$ cat config.mk
export PLATFORM = sky130hd
export DESIGN_NAME = simd_result_unpacker
export DESIGN_NICKNAME = d
export VERILOG_FILES = /design/src/rtl/simd_result_unpacker.sv
export SDC_FILE = /design/constraint.sdc
export NUM_CORES = 1
export LEC_CHECK = 0
export CAP_MARGIN = 30
export CORE_ASPECT_RATIO = 0.7
export CORE_MARGIN = 10
export CORE_UTILIZATION = 55
export DETAILED_ROUTE_END_ITERATION = 8
export PLACE_DENSITY = 0.79
export SLEW_MARGIN = 20
export SYNTH_ARGS = -nofsm -noshare
export SYNTH_HDL_FRONTEND = slang
export SYNTH_SLANG_ARGS = --single-unit
$ cat constraint.sdc
create_clock -name clk -period 3.2 [get_ports clk]
set_clock_uncertainty 0.05 [all_clocks]
set_input_delay 0.64 -clock clk [delete_from_list [all_inputs] [get_ports clk]]
set_output_delay 0.64 -clock clk [all_outputs]
set_load 0.01 [all_outputs]
$ cat src/rtl/simd_result_unpacker.sv
// Serialises packed two-lane SIMD DSP products onto one lane-tagged valid/ready stream.
// The DSP cannot stall, so packed words are buffered and drops are flagged sticky.
module simd_result_unpacker #(
    parameter int LANE_W = 16,
    parameter int DEPTH  = 4,
    parameter int CNT_W  = 16
) (
    input  logic                clk,
    input  logic                rst_n,
    input  logic                in_valid,
    input  logic [1:0]          in_lane_en,
    input  logic [2*LANE_W-1:0] in_z,
    output logic                in_ready,
    output logic                out_valid,
    input  logic                out_ready,
    output logic [LANE_W-1:0]   out_z,
    output logic                out_lane,
    output logic                full,
    output logic                overflow,
    input  logic                clear_overflow,
    output logic [CNT_W-1:0]    lane0_count,
    output logic [CNT_W-1:0]    lane1_count
);
    localparam int PW = (DEPTH > 1) ? $clog2(DEPTH) : 1;
    localparam int OW = $clog2(DEPTH + 1);
    localparam logic [OW-1:0] FULL_CNT = OW'(DEPTH);

    typedef struct packed {
        logic [1:0]          en;
        logic [2*LANE_W-1:0] z;
    } entry_t;

    typedef enum logic {S_L0 = 1'b0, S_L1 = 1'b1} state_t;

    entry_t        mem [DEPTH];
    entry_t        head;
    logic [PW-1:0] wr_ptr, rd_ptr;
    logic [OW-1:0] occ;
    state_t        state, state_nxt;
    logic          cur_lane, hs, push, pop, drop, empty;

    assign empty    = (occ == '0);
    assign full     = (occ == FULL_CNT);
    assign in_ready = !full;
    assign head     = mem[rd_ptr];

    // S_L0 skips straight to lane 1 when the head word carries no lane-0 product.
    assign cur_lane = (state == S_L1) ? 1'b1 : !head.en[0];
    assign hs       = !empty && out_ready;
    assign pop      = hs && (cur_lane || !head.en[1]);
    assign push     = in_valid && (in_lane_en != 2'b00) && (!full || pop);
    assign drop     = in_valid && (in_lane_en != 2'b00) && full && !pop;

    always_ff @(posedge clk) begin
        if (!rst_n) state <= S_L0;
        else        state <= state_nxt;
    end

    always_comb begin
        state_nxt = state;
        if (hs) begin
            if (!cur_lane && head.en[1]) state_nxt = S_L1;
            else                         state_nxt = S_L0;
        end
    end

    always_comb begin
        out_valid = !empty;
        out_lane  = 1'b0;
        out_z     = '0;
        if (!empty) begin
            out_lane = cur_lane;
            out_z    = cur_lane ? head.z[2*LANE_W-1:LANE_W] : head.z[LANE_W-1:0];
        end
    end

    // Storage is not reset; occupancy alone decides what is valid.
    always_ff @(posedge clk) begin
        if (push) mem[wr_ptr] <= '{en: in_lane_en, z: in_z};
    end

    always_ff @(posedge clk) begin
        if (!rst_n) begin
            wr_ptr <= '0;
            rd_ptr <= '0;
            occ    <= '0;
        end else begin
            if (push) wr_ptr <= wr_ptr + PW'(1);
            if (pop)  rd_ptr <= rd_ptr + PW'(1);
            case ({push, pop})
                2'b10:   occ <= occ + OW'(1);
                2'b01:   occ <= occ - OW'(1);
                default: occ <= occ;
            endcase
        end
    end

    always_ff @(posedge clk) begin
        if (!rst_n) begin
            overflow    <= 1'b0;
            lane0_count <= '0;
            lane1_count <= '0;
        end else begin
            if (drop)                overflow <= 1'b1;
            else if (clear_overflow) overflow <= 1'b0;
            if (hs && !cur_lane) lane0_count <= lane0_count + CNT_W'(1);
            if (hs && cur_lane)  lane1_count <= lane1_count + CNT_W'(1);
        end
    end
endmodule
# After elaboration in Yosys (flattened, before gate mapping)
# Memory sizes are Yosys's and may differ from the RTL's. A register that Yosys moved wholly into a read port is not among the register bits.
# Index checks and enable logic that the tools add are counted.
[totals]
ram_bits = 136
mem_count = 1
output_inout_bits = 53
in_bits = 39
ff_bits = 41
[classes]
n_reduce_logical = 21
add_sub_neg = 6
n_eq_ne = 3
mux = 12
[memory_table]
columns = ["memory", "depth", "word_bits", "rd", "rd_clocked_by_memory_dff", "write_ports", "line", "text"]
rows = [
  ["mem", 4, 34, 1, 1, 1, "35", "entry_t mem [DEPTH];"],
]
[ops]
columns = ["operator", "count"]
rows = [
  ["adder 16 x 1 -> 16 bit, second input constant", 2],
  ["two-way mux 16 bit", 2],
  ["logical AND 1 bit", 9],
  ["two-way mux 1 bit", 7],
  ["zero test 1 bit", 6],
  ["case mux 3 bit (2 select lines)", 1],
  ["nonzero test 2 bit", 3],
  ["adder 2 x 1 -> 2 bit, second input constant", 2],
  ["two-way mux 2 bit", 2],
  ["adder 3 x 1 -> 3 bit, second input constant", 1],
  ["equality test 3 bit, second input constant", 1],
  ["zero test 3 bit", 1],
  ["subtractor 3 x 1 -> 3 bit, second input constant", 1],
  ["equality test 2 x 1 -> 1 bit, second input constant", 1],
  ["equality test 2 bit, second input constant", 1],
  ["logical OR 1 bit", 2],
]

# Depth between registers and ports, before layout
[logic_depth]
word_depth = 8
ltp_mapped = 9

# Worst setup path before layout
# No wires, ideal clock.
[synth_path]
path_type = "register -> register"
start = "register with a tool-made name"
end = "memory mem[0][0] in the netlist's numbering (enable)"
setup_time_ps = 394
n_path_buf = 1
stages_incl_launch_ff = 6
required_time_ps = 2756
t_arrival_ps = 2327
slack_ps = 429
path_cell_list = "dfxtp_1 -> buf_6 -> mux4_2 -> a21o_4 -> a21oi_2 -> and2_1"
[synth_rtl]
columns = ["item", "line"]
rows = [
  ["end: declaration", "35"],
]

==> results by group <==
Clock network
  • Clock Latency Late Sink: 420 ps
  • Post-CTS Hold Buffers: 0
  • Root Buffer: clkbuf_16
  • Post_cts resized: 1
  • TritonCTS clock tree: yes
  • H-Tree Depth: 4
  • Clock slew at reported path FFs: 70 ps
  • Post-CTS repair timing setup buffer count: 0
  • CTS Buf Count: 17
  • TritonCTS Sinks: 179
  • CTS max path bufs: 2

Finish
  • Nets: 623
  • Most frequent cells in the layout: 136 x edfxtp_1, 91 x clkdlybuf4s50_1, 50 x nand2_1, 41 x dfxtp_1, 36 x nor2_1
  • Ratio of cells with drive above 1 in the final layout: 17.1%
  • Filler cells: 827
  • Commonest non-fill, non-tap cell in the layout: edfxtp_1
  • Final core utilization: 69.7%
  • Diode count: 0
  • Area Overhead vs Synth: 25.1%
  • Post-route insts no fill: 756

Job
  • Max Cap Viol: 0

Synthesis
  • Synth Instances: 471
  • Mapped cell area: 7270 um2
  • Asr flop ratio synth: 0%
  • Synth cell types: 40
  • Post-synthesis area per instance: 15.4 um2
  • Ys Warns: 0
  • Number of flops mapped to enable cells by yosys: 136
  • Synth Net Count: 517
  • Top_reg_cell synth: edfxtp_1
  • Sequential element share of the synthesized area: 68.0%
  • FF+latch count, synth: 179

Detailed routing
  • DRC violations left: 0
  • Pre-antenna DRT Iters: 5
  • Vias per cell: 5.68
  • Routed wire per std cell: 20.8 um
  • WL final: 15700 um
  • DRT iter0 DRCs: 403
  • Post-route ant nets: 0
  • Via count: 4291

Die
  • Die area: 18300 um2
  • Starting Density: 55.7%
  • Core Area: 13100 um2
  • Chip width: 157 um
  • Num rows: 35
  • Chip height: 116 um
  • # IOs: 92

Critical path
  • Worst Path Arrival: 2390 ps
  • Max Fanout on Critical Path: 10
  • Critical Path RT: 2510 ps
  • Cell family with most CP delay: buffers and inverters
  • Slowest stage delay, CP: 580 ps
  • Slowest cell on the critical path: clkdlybuf4s50_1
  • Crit path kind: reg2out
  • Crit. End Element: output port
  • Buf+Inv Stages, Crit Path: 2
  • Startpoint types: flip-flop
  • Critical Path, Cell by Cell: mux2i_4, o22a_4, buf_4, nand2_1, a21oi_1, clkdlybuf4s50_1

Run status
  • Outcome: completed

Hold path
  • Worst min-delay path category: reg2reg

Power
  • Worst VDD drop: 0.498 mV
  • PwrDens: 713 nW/um2
  • Leak: 2.98 nW
  • Total chip power: 0.00648 W

STA
  • Period utilization: 96.3%
  • Rel. slew slack: 71.7%
  • Final hold viol count: 0
  • Final Max Slew Viols: 0
  • Setup tns final: 0 ps
  • Post-layout min period: 3080 ps
  • # setup viols final: 0
  • Final worst slack: 118 ps
  • Fmax: 324 MHz
  • Unrepaired setup endpoints after global routing: no
  • Worst Max-Slew Pin Slew: 423 ps

Global routing
  • Total grt overflow: 0
  • GRT Total Usage: 17.8%
  • First-pass GRT wire length: 24800 um
  • Vias in the first global route: 4511
  • Pin count of the biggest net entering global routing: 35
  • Initial antenna violation count: 0

Placed design
  • # port buffers: 91
  • Final HPWL DP: 10400 um
  • Gpl congestion: 0.805
  • Placed Cells: 724
  • Worst slack, placed: 407 ps
state kept, by name, indices dropped and copies added, names as in the netlist, named ones only:
signal,cells
state,1
wr_ptr,2
mem,136
occ,3
overflow,1
lane0_count,16
rd_ptr,2
lane1_count,16
worst min-delay path, delay by kind of cell (launching register included):
family,cells,cell delay (ps)
compound gates,2,150
flops,1,310
kinds of logic after synthesis:
family	share of synthesized area (%)
adder cells (fa/ha/maj)	1.31
multiplexers	11.5
AND/OR/NAND/NOR	10.4
buffers and inverters	2.17
flip-flops	68.0
AO/OA/AOI/OAI	3.13
XOR/XNOR	3.49
where the power goes:
| group | internal, W | switching, W | total, W |
|---|---|---|---|
| sequential | 0.00266 | 0.0000757 | 0.00273 |
| clock | 0.00104 | 0.000945 | 0.00198 |
| combinational | 0.000825 | 0.000942 | 0.00177 |
| total | 0.00452 | 0.00196 | 0.00648 |
routing by layer:
| layer | up-vias | wire length, um | share of wire (%) | GRT usage (%) |
|---|---|---|---|---|
| li1 | 1992 | - | - | - |
| met1 | 2145 | 6750 | 43 | 22.6 |
| met2 | 129 | 7940 | 50 | 29.5 |
| met3 | 25 | 749 | 4.8 | 3.97 |
| met4 | 0 | 306 | 1.9 | 7.08 |
| met5 | - | 0 | 0 | 0 |
worst paths after layout:
path / cells after the start / end / slack, ps / from
worst max-delay path: 6 / out_z[5] / 120 / flip-flop
worst min-delay path: 2 / flip-flop / 450 / rd_ptr[1]
worst max register to register: 8 / occ[2] / 390 / flip-flop
worst min register to register: 2 / flip-flop / 450 / rd_ptr[1]
through the flow:
step | cell area [um2] | hold WS (ps)
after CTS | 9050 | 458
final | 9090 | 450
after floorplan | 7270 | 415
after global placement | 8470 | 416
after global routing | 9090 | 476
after detailed placement | 8470 | 439
area by class of cell:
cell class                 instances  area, um2  share of cell area (%)
clock buffer                      18        429                    4.72
clock inverter                    14        144                    1.58
inverter                          11       41.3                   0.454
multi-input combinational        259       2210                    24.3
sequential                       179       4950                    54.4
tap                              166        208                    2.28
timing repair buffer             109       1120                    12.3
synthesized netlist by cell type, types with 10 or more instances:
cell        n  share of area [%]
a21oi_1    21                1.4
xnor2_1    17                2.0
nor2_1     36                1.9
dfxtp_1    43                 12
mux4_2     33                 10
inv_1      10               0.52
xor2_1     12                1.4
nand2_1    50                2.6
edfxtp_1  136                 56
nand4_1    11               0.95
(Power assumes the default switching activity.)
